File: src/rtl/div_seq_if.sv
// Handshake and data bundle between the execute-stage pipeline and the divide sequencer.
interface div_seq_if #(
  parameter int WIDTH = 32
);
  logic                 start;
  logic                 signed_div;
  logic                 annul;
  logic [WIDTH-1:0]     opdata1;
  logic [WIDTH-1:0]     opdata2;
  logic                 busy;
  logic                 ready;
  logic [2*WIDTH-1:0]   result;

  modport master (
    output start, signed_div, annul, opdata1, opdata2,
    input  busy, ready, result
  );

  modport slave (
    input  start, signed_div, annul, opdata1, opdata2,
    output busy, ready, result
  );
endinterface

File: src/rtl/div_seq_ctrl.sv
// Radix-2 restoring divider sequencer for DIV/DIVU: one quotient bit per cycle,
// stalls the pipeline while busy and presents {remainder, quotient} for HI/LO.
module div_seq_ctrl #(
  parameter int WIDTH = 32
) (
  input  logic       clk,
  input  logic       resetn,
  div_seq_if.slave   bus
);
  localparam int CW = (WIDTH > 1) ? $clog2(WIDTH) : 1;
  localparam logic [CW-1:0] LAST = CW'(WIDTH - 1);

  typedef enum logic [1:0] {S_IDLE, S_DIVZ, S_ON, S_END} state_t;

  state_t               state_q;
  logic [CW-1:0]        cnt_q;
  logic [WIDTH-1:0]     dvd_q;
  logic [WIDTH-1:0]     dsr_q;
  logic [WIDTH-1:0]     rem_q;
  logic [WIDTH-1:0]     quo_q;
  logic                 qsign_q;
  logic                 rsign_q;
  logic                 ready_q;
  logic [2*WIDTH-1:0]   result_q;

  logic                 a_neg, b_neg;
  logic [WIDTH-1:0]     a_mag, b_mag;
  logic [WIDTH:0]       partial, diff;
  logic                 q_bit;
  logic [WIDTH-1:0]     rem_d, quo_d;

  assign a_neg = bus.signed_div & bus.opdata1[WIDTH-1];
  assign b_neg = bus.signed_div & bus.opdata2[WIDTH-1];
  assign a_mag = a_neg ? (~bus.opdata1 + 1'b1) : bus.opdata1;
  assign b_mag = b_neg ? (~bus.opdata2 + 1'b1) : bus.opdata2;

  // Partial remainder is always below the divisor, so bit WIDTH of the
  // WIDTH+1-bit difference is a reliable borrow/sign indicator.
  assign partial = {rem_q, dvd_q[WIDTH-1]};
  assign diff    = partial - {1'b0, dsr_q};
  assign q_bit   = ~diff[WIDTH];
  assign rem_d   = q_bit ? diff[WIDTH-1:0] : partial[WIDTH-1:0];
  assign quo_d   = {quo_q[WIDTH-2:0], q_bit};

  assign bus.busy   = (state_q == S_IDLE && bus.start && !bus.annul) ||
                      (state_q == S_ON) || (state_q == S_DIVZ);
  assign bus.ready  = ready_q;
  assign bus.result = result_q;

  always_ff @(posedge clk or negedge resetn) begin
    if (!resetn) begin
      state_q  <= S_IDLE;
      cnt_q    <= '0;
      dvd_q    <= '0;
      dsr_q    <= '0;
      rem_q    <= '0;
      quo_q    <= '0;
      qsign_q  <= 1'b0;
      rsign_q  <= 1'b0;
      ready_q  <= 1'b0;
      result_q <= '0;
    end else begin
      case (state_q)
        S_IDLE: begin
          if (bus.start && !bus.annul) begin
            dvd_q   <= a_mag;
            dsr_q   <= b_mag;
            rem_q   <= '0;
            quo_q   <= '0;
            qsign_q <= a_neg ^ b_neg;
            rsign_q <= a_neg;
            cnt_q   <= '0;
            state_q <= (bus.opdata2 == '0) ? S_DIVZ : S_ON;
          end
        end
        S_ON: begin
          if (bus.annul) begin
            state_q <= S_IDLE;
          end else begin
            rem_q <= rem_d;
            quo_q <= quo_d;
            dvd_q <= {dvd_q[WIDTH-2:0], 1'b0};
            cnt_q <= cnt_q + 1'b1;
            if (cnt_q == LAST) begin
              result_q <= {rsign_q ? (~rem_d + 1'b1) : rem_d,
                           qsign_q ? (~quo_d + 1'b1) : quo_d};
              ready_q  <= 1'b1;
              state_q  <= S_END;
            end
          end
        end
        S_DIVZ: begin
          if (bus.annul) begin
            state_q <= S_IDLE;
          end else begin
            result_q <= '0;
            ready_q  <= 1'b1;
            state_q  <= S_END;
          end
        end
        S_END: begin
          if (!bus.start || bus.annul) begin
            ready_q <= 1'b0;
            state_q <= S_IDLE;
          end
        end
        default: state_q <= S_IDLE;
      endcase
    end
  end
endmodule

File: src/flat_wrapper.sv
// flat-port wrapper written by rule: the top's interface ports become plain ports
module div_seq_ctrl_flat 
#(
  parameter int WIDTH = 32
)
  (clk, resetn, bus_start, bus_signed_div, bus_annul, bus_opdata1, bus_opdata2, bus_busy, bus_ready, bus_result);
  div_seq_if #(.WIDTH(WIDTH)) bus_i ();
  input  logic clk;
  input  logic resetn;
  input wire logic [$bits(bus_i.start)-1:0] bus_start;
  input wire logic [$bits(bus_i.signed_div)-1:0] bus_signed_div;
  input wire logic [$bits(bus_i.annul)-1:0] bus_annul;
  input wire logic [$bits(bus_i.opdata1)-1:0] bus_opdata1;
  input wire logic [$bits(bus_i.opdata2)-1:0] bus_opdata2;
  output wire logic [$bits(bus_i.busy)-1:0] bus_busy;
  output wire logic [$bits(bus_i.ready)-1:0] bus_ready;
  output wire logic [$bits(bus_i.result)-1:0] bus_result;
  assign bus_i.start = bus_start;
  assign bus_i.signed_div = bus_signed_div;
  assign bus_i.annul = bus_annul;
  assign bus_i.opdata1 = bus_opdata1;
  assign bus_i.opdata2 = bus_opdata2;
  assign bus_busy = bus_i.busy;
  assign bus_ready = bus_i.ready;
  assign bus_result = bus_i.result;
  div_seq_ctrl #(.WIDTH(WIDTH)) u_core (.clk(clk), .resetn(resetn), .bus(bus_i));
endmodule
File: config.mk
export PLATFORM = sky130hd
export DESIGN_NAME = div_seq_ctrl_flat
export DESIGN_NICKNAME = d
export VERILOG_FILES = /design/src/rtl/div_seq_if.sv /design/src/rtl/div_seq_ctrl.sv /design/src/flat_wrapper.sv
export SDC_FILE = /design/constraint.sdc
export NUM_CORES = 1
export LEC_CHECK = 0
export BUFFER_PORTS_ARGS = -buffer_cell sky130_fd_sc_hd__clkbuf_2
export CAP_MARGIN = 40
export CORE_MARGIN = 2
export CORE_UTILIZATION = 45
export DETAILED_ROUTE_END_ITERATION = 8
export REMOVE_ABC_BUFFERS = 1
export SETUP_SLACK_MARGIN = 0.2
export SLEW_MARGIN = 20
export SYNTH_ARGS = -nofsm -noshare
export SYNTH_HDL_FRONTEND = slang
export SYNTH_SLANG_ARGS = --single-unit
File: constraint.sdc
create_clock -name clk -period 9.6 [get_ports clk]
set_clock_uncertainty 0.15 [all_clocks]
set_input_delay 1.44 -clock clk [delete_from_list [all_inputs] [get_ports clk]]
set_output_delay 1.44 -clock clk [all_outputs]
set_load 0.01 [all_outputs]
# == After elaboration in Yosys (flattened, before gate mapping) ==
# Index checks and enable logic that the tools add are counted.
# totals
ff_bits,201
in_bits,69
word_cells,84
# op_classes
n_addsub,6
n_eq_ne,10
muxes,32
bitwise,8
reduce_logical,18
# op_table
cell,count
$mux W32,9
$mux W64,3
$add A32 B1 Y32 const B,4
$not A32 Y32,4
$pmux W32 S2,2
$pmux W64 S2,1
$pmux W31 S2,1
$sub A33 B32 Y33,1
$logic_not A32 Y1,1
$mux W31,1
$mux W2,6
$mux W5,2
$pmux W5 S2,1
$ne A2 B2 Y1 const B,4
$pmux W2 S4,1
$reduce_and A3 Y1,2
$add A5 B1 Y5 const B,1
$eq A5 B5 Y1 const B,1
$reduce_and A5 Y1,1
$eq A2 B2 Y1 const B,2
$mux W1,4
$reduce_and A4 Y1,1
$reduce_bool A2 Y1,2
$logic_and A1 B1 Y1,3
12 further kinds,16

# == Depth between registers and ports, before layout ==
# Gate-level depths: netlist of run 1.
# depth
ltp_word,8
mapped_depth,25
depth_no_buf,21

# == Worst setup path after synthesis of run 1 ==
# OpenSTA, ideal clock, no wires.
# synth_path
kind,register to register
startpoint,register u_core.dvd_q[31]
endpoint,"register u_core.result_q[60], in the netlist u_core.bus.result[60]"
arrival_time_ns,4.923
path_slack_ns,4.397
stages_incl_launch_ff,25
path_buffers,3
period_less_slack_ns,5.203
path_cell_list,dfrtp_1 inv_1 ha_1 inv_1 fa_1 a211oi_2 o211ai_1 nand3_2 a21oi_4 nor3_2 nor2_4 inv_2 buf_1 buf_2 buf_1 nor2_1 a21oi_1 ha_1 nor4bb_1 o211ai_1 o41a_1 nand2b_1 o41ai_1 xnor2_1 o21ai_1
# synth_between
elab_chain_len,8
# synth_lines
item,line,text
"start, declared",div_seq_ctrl.sv:17,logic [WIDTH-1:0] dvd_q;
"start signal, assigned",div_seq_ctrl.sv:66,dvd_q <= a_mag;
"start signal, assigned",div_seq_ctrl.sv:82,"dvd_q <= {dvd_q[WIDTH-2:0], 1'b0};"
$sub A33 B32 Y33,div_seq_ctrl.sv:40,"assign diff = partial - {1'b0, dsr_q};"
$mux W32 *,div_seq_ctrl.sv:42,assign rem_d = q_bit ? diff[WIDTH-1:0] : partial[WIDTH-1:0];
$not A32 Y32,div_seq_ctrl.sv:85,"result_q <= {rsign_q ? (~rem_d + 1'b1) : rem_d,"
$add A32 B1 Y32,div_seq_ctrl.sv:85,
$mux W32 *,div_seq_ctrl.sv:85,
$mux W64 *,div_seq_ctrl.sv:84,if (cnt_q == LAST) begin
$mux W64 *,div_seq_ctrl.sv:77,if (bus.annul) begin
$pmux W64 S2 *,div_seq_ctrl.sv:63,case (state_q)
"end signal, assigned",div_seq_ctrl.sv:85,
"end, declared",div_seq_ctrl.sv:24,logic [2*WIDTH-1:0] result_q;
# Mark *: on every way between the ends. The rest lies on a longest branch, timed or not. The select of a mux whose other input is x is not followed.
# A chain may end at the register's enable or synchronous reset.

# == Worst setup path after layout of run 1 ==
# layout_path
startpoint,register u_core.rem_q[19]
endpoint,"register u_core.result_q[60], in the netlist u_core.bus.result[60]"
# layout_between
elab_chain_len,8
# layout_lines
item,line,text
"start, declared",div_seq_ctrl.sv:19,logic [WIDTH-1:0] rem_q;
"start signal, assigned",div_seq_ctrl.sv:80,rem_q <= rem_d;
$sub A33 B32 Y33,div_seq_ctrl.sv:40,
$mux W32 *,div_seq_ctrl.sv:42,
$not A32 Y32,div_seq_ctrl.sv:85,
$add A32 B1 Y32,div_seq_ctrl.sv:85,
$mux W32 *,div_seq_ctrl.sv:85,
$mux W64 *,div_seq_ctrl.sv:84,
$mux W64 *,div_seq_ctrl.sv:77,
$pmux W64 S2 *,div_seq_ctrl.sv:63,
# Marks and branches as above.

==> impl_metrics.toml, run 1 <==
[detailed_routing]
ant_nets = 0
vias = 11700
dr.pass1.iters = 5
wl_um = 35360
drcViolationCount = 0
wl_per_cell_um = 16.81
first_iter_violations = 960
vias_per_cell = 5.558

[synth]
synth_ff_type = "dfrtp_1"
ys_async_sr_fraction = 1.000
synth_edf_count = 0
synth_area_leaders = "dfrtp_1, o21ai_0, nand2_1"
synthAdderAreaFrac = 0.04105
ys_ff_latch = 201
synth_xor_area_frac = 0.09360
synth_top_family_by_area = "compound AO/OA/AOI/OAI gates"
synth_top_area_share = 0.3785
yosysWarnings = 0
syn_area_mm2 = 0.01329
synth-simple-area-share = 0.1933
ys_seq_area_frac = 0.3785
synth_compound_area_frac = 0.2234
synthDistinctLibCells = 88
synth.largest_area_cell = "dfrtp_1"
avgSynthCellArea_um2 = 8.243
syn_inst = 1612
muxShareOfSynthArea = 0.02721

[timing]
timing.final.ws_setup_ps = 4304
rsz0062_at_grt = "false"
maxSlewHeadroom = 0.4403
clock.fmax_mhz = 188.8
finalSetupTns_ps = 0
worst_pin_slew_ps = 834.5
timing.final.max_slew_violations = 0
period_share = 0.5516
min_period_ps = 5296
finalSetupViolations = 0
finalHoldViolations = 0

[die]
start_util = 0.4605
io_pins = 135
die_y_um = 175.8
die-area_mm2 = 0.03092
die_w_um = 175.8
fp-row-count = 62
coreArea_mm2 = 0.02886

[clocking]
cts_tree = "built"
holdBufCountCts = 0
clock_sinks = 201
clk_pin_slew_ps = 60
clk_path_buf_depth = 3
h-tree-depth = 1
cts_buffers = 24
post_cts_buffers = 0
cts_resized = 0
clkLatencyLatePin_ps = 520
clockRootBuffer = "clkbuf_16"

[final_layout]
layout_common_cells = "nand2_1, o21ai_0, dfrtp_1"
drive_gt1_frac = 0.1413
nets = 1814
num_antenna_cells = 0
area_growth_pct = 13.48
final_common_cell = "nand2_1"

[power]
power_density_mw_per_mm2 = 379.3
p_leak_nw = 6.820
ir_drop_mv = 0.2747

[global_route]
antenna_found_initial = 0
grt_pass1_wl_um = 57590
grt_max_degree = 92
grt_pass1_vias = 10850
grt_overflow = 0
grt_use_total = 0.2272

[placement]
place_ws_ps = 4380
gp_congestion = 0.9275
dp_hpwl_um = 26150
io_buffers = 134

[status]
outcome = "finished, final reports clean"

[run]
drv_cap = 0

[setup_path]
worstSetupPathType = "reg2reg"
critPathLaunchType = "register"
required_ps = 9860
critPathMaxFanout = 14
crit_arrival_ps = 5550
endpoint_kind = "register"

[min_path]
hp-class = "reg2reg"
flip-flops by register name (all words and copies together), names as in the netlist:
register           cells
u_core.rsign_q         1
u_core.cnt_q           5
u_core.dvd_q          32
u_core.bus.result     64
u_core.state_q         2
u_core.dsr_q          32
u_core.qsign_q         1
u_core.quo_q          31
u_core.bus.ready       1
u_core.rem_q          32
cell families (layout without fill, tap and decap cells):
| group | Yosys count | after routing |
|---|---|---|
| AO/OA/AOI/OAI | 487 | 487 |
| XOR/XNOR | 142 | 142 |
| adder cells (fa/ha/maj) | 43 | 43 |
| buffers and inverters | 144 | 252 |
| flip-flops | 201 | 201 |
| multiplexers | 35 | 35 |
| AND/OR/NAND/NOR | 560 | 560 |
critical path: stages, from the launching register on:
cell,delay [ps]
dfrtp_1,440
ha_1,570
and4_1,360
a211oi_2,100
o31ai_1,580
o21a_1,490
nor2_4,90
inv_2,110
nor2_1,50
a21oi_1,260
ha_1,270
nor4bb_1,450
o211ai_1,160
o41a_1,200
nand2b_1,210
o41ai_1,450
xnor2_1,160
o21ai_1,70
metal layers:
layer | part of all wire | vias up | global-route usage
met1 | 0.50 | 5504 | 0.3484
met3 | 0.051 | 31 | 0.02706
met4 | 0.012 | 0 | 0.03891
li1 | - | 5866 | -
met2 | 0.44 | 294 | 0.3476
met5 | 0 | - | 0
cell type report:
cell class / count / area (um^2)
fill: 2762 / 13780
multi-input combinational: 1267 / 7711
sequential: 201 / 5030
timing repair buffer: 153 / 862.1
clock buffer: 34 / 668.1
tap: 384 / 480.5
inverter: 55 / 206.4
clock inverter: 10 / 121.4
through the flow:
step / power, mW / instances / hold WS [ps] / util / instance area [um^2]
floorplan: 3.783 / 1523 / 295.3 / - / 12920
global placement: 4.724 / 2055 / 307.4 / 0.4925 / 14210
detailed placement: 4.762 / 2058 / 317.2 / 0.4937 / 14250
CTS: 5.692 / 2102 / 330.8 / 0.5211 / 15040
global route: 6.180 / 2104 / 345.7 / 0.5225 / 15080
finish: 5.719 / 2104 / 324.3 / 0.5225 / 15080
report_power, final:
| part | internal (mW) | leakage, nW | switching [mW] |
|---|---|---|---|
| combinational | 1.31 | 3.76 | 2.26 |
| clock | 0.541 | 0.385 | 0.366 |
| sequential | 1.05 | 2.68 | 0.193 |
| total | 2.90 | 6.82 | 2.82 |
synthesized netlist by cell type (7+ instances only):
master    instances
a31oi_1           9
clkbuf_1         69
xor2_1           73
or3_1            18
nand4_1          12
o31ai_1          21
or4_1             9
nor2b_1          14
and2_1            7
a22oi_1           8
ha_1             42
nor2_1           97
buf_2            11
nand2_1         285
o21ai_0         244
a21o_1           20
xnor2_1          69
or2_2             8
mux2_2            9
o21ai_1           8
mux2i_1          26
nor4_1           15
dfrtp_1         201
a21oi_1          91
nor3_1           20
o41ai_1          12
nand3_1          36
inv_1            54
final timing paths:
kind	from	endpoint	slack, ps	cells after the start
min in group asynchronous	resetn	u_core.bus.result[44]	800	1
max in group asynchronous	resetn	u_core.dvd_q[8]	6770	4
min	u_core.dsr_q[6]	u_core.dsr_q[6]	320	2
max reg2reg	u_core.rem_q[19]	u_core.bus.result[60]	4300	17
min reg2reg	u_core.dsr_q[6]	u_core.dsr_q[6]	320	2
max	u_core.rem_q[19]	u_core.bus.result[60]	4300	17
(Power assumes the default switching activity.)
==> inputs of run 2 (changes only) <==
--- a/config.mk
+++ b/config.mk
@@ -5,11 +5,13 @@
 export SDC_FILE = /design/constraint.sdc
 export NUM_CORES = 1
 export LEC_CHECK = 0
+export ABC_AREA = 1
 export BUFFER_PORTS_ARGS = -buffer_cell sky130_fd_sc_hd__clkbuf_2
 export CAP_MARGIN = 40
 export CORE_MARGIN = 2
 export CORE_UTILIZATION = 45
 export DETAILED_ROUTE_END_ITERATION = 8
+export PLACE_DENSITY = 0.66
 export REMOVE_ABC_BUFFERS = 1
 export SETUP_SLACK_MARGIN = 0.2
 export SLEW_MARGIN = 20
==> constraint.sdc (replaced) <==
create_clock -name clk -period 4.85 [get_ports clk]
set_clock_uncertainty 0.15 [all_clocks]
set_input_delay 0.7275 -clock clk [delete_from_list [all_inputs] [get_ports clk]]
set_output_delay 0.7275 -clock clk [all_outputs]
set_load 0.01 [all_outputs]
==> impl_metrics.toml, run 2 <==
[final_layout]
nets = 2238
largest_reg_flops = 64
nFillCells = 3094
area_growth_pct = 14.08
layout.cells.non_filler = 2541
final_common_cell = "nand2_1"
fin_area_mm2 = 0.01590
drive_gt1_frac = 0.1385
num_antenna_cells = 0
layout_common_cells = "nand2_1, inv_1, dfrtp_1"

[clocking]
cts_tree = "built"
h-tree-depth = 1
clkLatencyLatePin_ps = 550
clockRootBuffer = "clkbuf_16"
clk_path_buf_depth = 3
cts_buffers = 25
clk_pin_slew_ps = 60
post_cts_buffers = 0
clock_sinks = 201

[global_route]
grt_overflow = 0
grt_use_total = 0.2393
antenna_found_initial = 0
grt_pass1_wl_um = 64550
grt_pass1_vias = 12710
grt_max_degree = 68

[timing]
clock.fmax_mhz = 241.3
min_period_ps = 4143
worst_pin_slew_ps = 840.7
timing.final.max_slew_violations = 0
rsz0062_at_grt = "false"
period_share = 0.8543
whs_ps = 324.9
finalHoldViolations = 0
finalSetupViolations = 0
timing.final.ws_setup_ps = 706.5
maxSlewHeadroom = 0.4389

[synth]
synth_ff_type = "dfrtp_1"
syn_area_mm2 = 0.01394
ys_async_sr_fraction = 1.000
yosysWarnings = 0
ys_seq_area_frac = 0.3609
synth_area_leaders = "dfrtp_1, nand2_1, inv_1"
synth_top_area_share = 0.3609
syn_inst = 2009
post-synth-top-count-cell = "nand2_1"
ys_ff_latch = 201
yosys-top-cells-count = "nand2_1, inv_1, dfrtp_1"
synth.largest_area_cell = "dfrtp_1"
avgSynthCellArea_um2 = 6.938
synthDistinctLibCells = 49
synth_edf_count = 0

[setup_path]
worstSetupPathType = "reg2reg"
critPathLaunchType = "register"
endpoint_kind = "register"
crit_arrival_ps = 4430
required_ps = 5130
critPathMaxFanout = 34

[detailed_routing]
wl_per_cell_um = 15.37
drcViolationCount = 0
first_iter_violations = 939
vias = 13300
dr.pass1.iters = 6
vias_per_cell = 5.234
ant_nets = 0
wl_um = 39050

[die]
die_w_um = 180.0
io_pins = 135
coreArea_mm2 = 0.03051
start_util = 0.4569
die-area_mm2 = 0.03240
fp-row-count = 64
die_y_um = 180.0

[min_path]
hp-class = "reg2reg"

[placement]
placed_cell_area_mm2 = 0.01500
io_buffers = 134
gp_congestion = 0.8998
dp_hpwl_um = 29480
dpl.cell_count = 2493
place_ws_ps = 447.4

[run]
drv_cap = 0

[status]
outcome = "finished, final reports clean"
-- run 2: changes by cell type in the layout (fill, tap and decap cells not counted), moves of 17 or more --
cell	change
nand3_1	+74
o31ai_1	-18
nand2_2	+44
or3_1	-17
mux2i_1	-26
o21ai_0	-87
o22ai_1	+59
xnor2_1	-43
nor2_1	+69
xor2_1	-25
nand2_1	+277
a21o_1	-17
inv_1	+207
-- run 2: worst paths after layout --
kind / cells past startpoint / startpoint / end / slack (ps)
worst max-delay path: 26 / u_core.dvd_q[31] / u_core.bus.result[56] / 710
worst min-delay path: 2 / u_core.dvd_q[22] / u_core.dvd_q[22] / 320
worst max register to register: 26 / u_core.dvd_q[31] / u_core.bus.result[56] / 710
worst min register to register: 2 / u_core.dvd_q[22] / u_core.dvd_q[22] / 320
max in group asynchronous: 4 / resetn / u_core.quo_q[7] / 2860
min in group asynchronous: 2 / resetn / u_core.state_q[1] / 550
-- run 2: worst max-delay path, cell delays in order (launching register included) --
cell and delay [ps]:
dfrtp_1 360, inv_1 90, ha_1 170, inv_1 80
fa_1 410, nand2_1 80, nand2_1 90, nand3_1 120
nand2_2 80, nand2_1 80, nand2_2 80, nand2_4 110
nand3_4 140, nand2_4 110, buf_4 370, nand2_1 150
nand2_2 120, ha_1 240, nand2_1 70, nor2_1 220
nand2_2 130, nor2_1 160, nand2_1 80, nand2_1 110
nand3_1 80, nand3_1 80, nand2_1 50
-- run 2: metrics by stage --
| step | utilization | setup TNS (ps) |
|---|---|---|
| 2_1_floorplan | - | -111020 |
| 3_3_place_gp | 0.4896 | 0 |
| 3_5_place_dp | 0.4916 | 0 |
| 4_1_cts | 0.5204 | 0 |
| 5_1_grt | 0.5212 | 0 |
| 6_report | 0.5212 | 0 |
-- run 2: layout make-up --
| cell class | instances | area (um^2) | share of cell area |
|---|---|---|---|
| well taps | 396 | 495.5 | 0.03116 |
| clock inverters | 18 | 200.2 | 0.01259 |
| repair buffers | 156 | 884.6 | 0.05563 |
| flip-flops and latches | 201 | 5030 | 0.3163 |
| inverters | 271 | 1017 | 0.06398 |
| multi-input cells | 1471 | 7606 | 0.4784 |
| clock buffers | 28 | 666.9 | 0.04194 |
-- run 2: kinds of logic (layout without fill, tap and decap cells) --
| group | count (synthesis) | count (layout) | share of synthesized area |
|---|---|---|---|
| AO/OA/AOI/OAI | 369 | 369 | 0.1537 |
| buffers and inverters | 337 | 473 | 0.09623 |
| XOR/XNOR | 74 | 74 | 0.04650 |
| adder cells (fa/ha/maj) | 43 | 43 | 0.03914 |
| flip-flops | 201 | 201 | 0.3609 |
| AND/OR/NAND/NOR | 985 | 985 | 0.3036 |
-- run 2: repair_timing --
action / 4_1_cts / 5_1_grt
setup endpoints to repair: 0 / 5
resized for setup: 0 / 5
hold buffers: 1 / 0
endpoints found under the hold margin: 13 / 0
-- run 2: routing by layer --
metal	vias up	global-route usage	wire (um)
met5	-	0	0
met4	0	0.06049	925
met3	62	0.04275	2745
met2	412	0.3746	16710
met1	6057	0.3429	18670
li1	6769	-	-
Power of run 2 is not shown: default switching activity piles up to over one toggle a cycle in this logic, so the estimate is an artifact.
==> inputs of run 3 (changes only) <==
--- a/config.mk
+++ b/config.mk
@@ -8,10 +8,12 @@
 export ABC_AREA = 1
 export BUFFER_PORTS_ARGS = -buffer_cell sky130_fd_sc_hd__clkbuf_2
 export CAP_MARGIN = 40
+export CELL_PAD_IN_SITES_DETAIL_PLACEMENT = 1
+export CELL_PAD_IN_SITES_GLOBAL_PLACEMENT = 2
 export CORE_MARGIN = 2
-export CORE_UTILIZATION = 45
+export CORE_UTILIZATION = 31
 export DETAILED_ROUTE_END_ITERATION = 8
-export PLACE_DENSITY = 0.66
+export PLACE_DENSITY_LB_ADDON = 0.1
 export REMOVE_ABC_BUFFERS = 1
 export SETUP_SLACK_MARGIN = 0.2
 export SLEW_MARGIN = 20
==> impl_metrics.toml, run 3 (synthesis results as in run 2) <==
[timing]
timing.final.max_slew_violations = 0
period_share = 0.8792
whs_ps = 32.38
maxSlewHeadroom = 0.4343
finalSetupViolations = 0
rsz0062_at_grt = "true"
finalHoldViolations = 0
clock.fmax_mhz = 234.5
timing.final.ws_setup_ps = 585.9
min_period_ps = 4264
worst_pin_slew_ps = 848.5
finalSetupTns_ps = 0

[final_layout]
largest_reg_flops = 64
multi_input_area_mm2 = 0.007604
fin_area_mm2 = 0.01620
regArea_mm2 = 0.005030
drive_gt1_frac = 0.1375
nFillCells = 5688
area_growth_pct = 16.23
final_common_cell = "nand2_1"
nets = 2239
layout_common_cells = "nand2_1, inv_1, dfrtp_1"
num_antenna_cells = 0

[detailed_routing]
wl_per_cell_um = 17.81
wl_um = 48760
vias_per_cell = 4.912
drcViolationCount = 0
vias = 13450
first_iter_violations = 699
ant_nets = 0
dr.pass1.iters = 5

[clocking]
h-tree-depth = 1
clk_pin_slew_ps = 60
clock_sinks = 201
clkLatencyLatePin_ps = 550
post_cts_buffers = 0
clk_path_buf_depth = 3
holdBufCountCts = 0
cts_tree = "built"
clockRootBuffer = "clkbuf_16"
cts_buffers = 26

[global_route]
antenna_found_initial = 0
grt_pass1_vias = 14130
grt_use_total = 0.2103
grt_overflow = 0
grt_max_degree = 97
grt_pass1_wl_um = 78910

[die]
die_y_um = 216.0
die_w_um = 216.0
start_util = 0.3145
fp-row-count = 77
die-area_mm2 = 0.04668
coreArea_mm2 = 0.04432
io_pins = 135

[setup_path]
crit_arrival_ps = 4570
timing.rr.end = "u_core.bus.result[28]"
timing.rr.start = "u_core.dvd_q[31]"
critPathMaxFanout = 9
critPathSlowestCell = "fa_1"
r2r_slack_ps = 590
startpoint = "u_core.dvd_q[31]"
endpoint_kind = "register"
required_ps = 5150
worstSetupPathType = "reg2reg"
cp_common_cell = "nand2_1"
rr_worst_depth = 28
critPathLaunchType = "register"
slowest_delay_ps = 410

[run]
drv_cap = 0

[placement]
gp_congestion = 0.8329
io_buffers = 134
dp_hpwl_um = 37540
place_ws_ps = 367.8
placed_cell_area_mm2 = 0.01524

[status]
outcome = "finished, final reports clean"

[min_path]
hp-class = "in2async"
## run 3: final cells by class
class                   count  share of cell area
clock buffers              36             0.04750
clock inverters            11            0.008804
inverters                 271             0.06279
multi-input cells        1471              0.4693
flip-flops and latches    201              0.3105
well taps                 592             0.04572
repair buffers            156             0.05538
## run 3: stage by stage
step | cells | utilization
floorplan | 1943 | -
global placement | 2688 | 0.3432
detailed placement | 2690 | 0.3439
CTS | 2737 | 0.3645
global route | 2738 | 0.3656
finish | 2738 | 0.3656
## run 3: repair_timing
item                       in CTS  in global routing
gates resized for setup         0                  5
setup endpoints to repair       0                  6
hold endpoints to repair        0                  0
## run 3: critical path: cells and delay by family, from the launching register on
family / cells / cell delay, ps
buffers and inverters: 3 / 280
and+or+nand+nor: 19 / 2230
adders and majority gates: 3 / 750
DFF: 1 / 350
AOI/OAI and AO/OA: 3 / 430
## run 3: per-layer routing
| layer | routed length, um | track usage | share of wire | vias to the layer above |
|---|---|---|---|---|
| met1 | 24050 | 0.2938 | 0.49 | 6462 |
| met3 | 1358 | 0.02283 | 0.028 | 56 |
| met2 | 22280 | 0.3499 | 0.46 | 169 |
| met4 | 1068 | 0.04521 | 0.022 | 0 |
| met5 | 0 | 0 | 0 | - |
| li1 | - | - | - | 6763 |
## run 3: worst max-delay path by stage
stage                            end  slack [ps]  cells past startpoint
6_report       u_core.bus.result[28]         590                     28
5_1_grt        u_core.bus.result[28]         180                     28
4_1_cts        u_core.bus.result[28]         320                     28
3_5_place_dp   u_core.bus.result[28]         370                     28
3_3_place_gp   u_core.bus.result[28]         490                     28
2_1_floorplan       u_core.dvd_q[11]       -1580                     10
Power of run 3 is left out for the same reason.
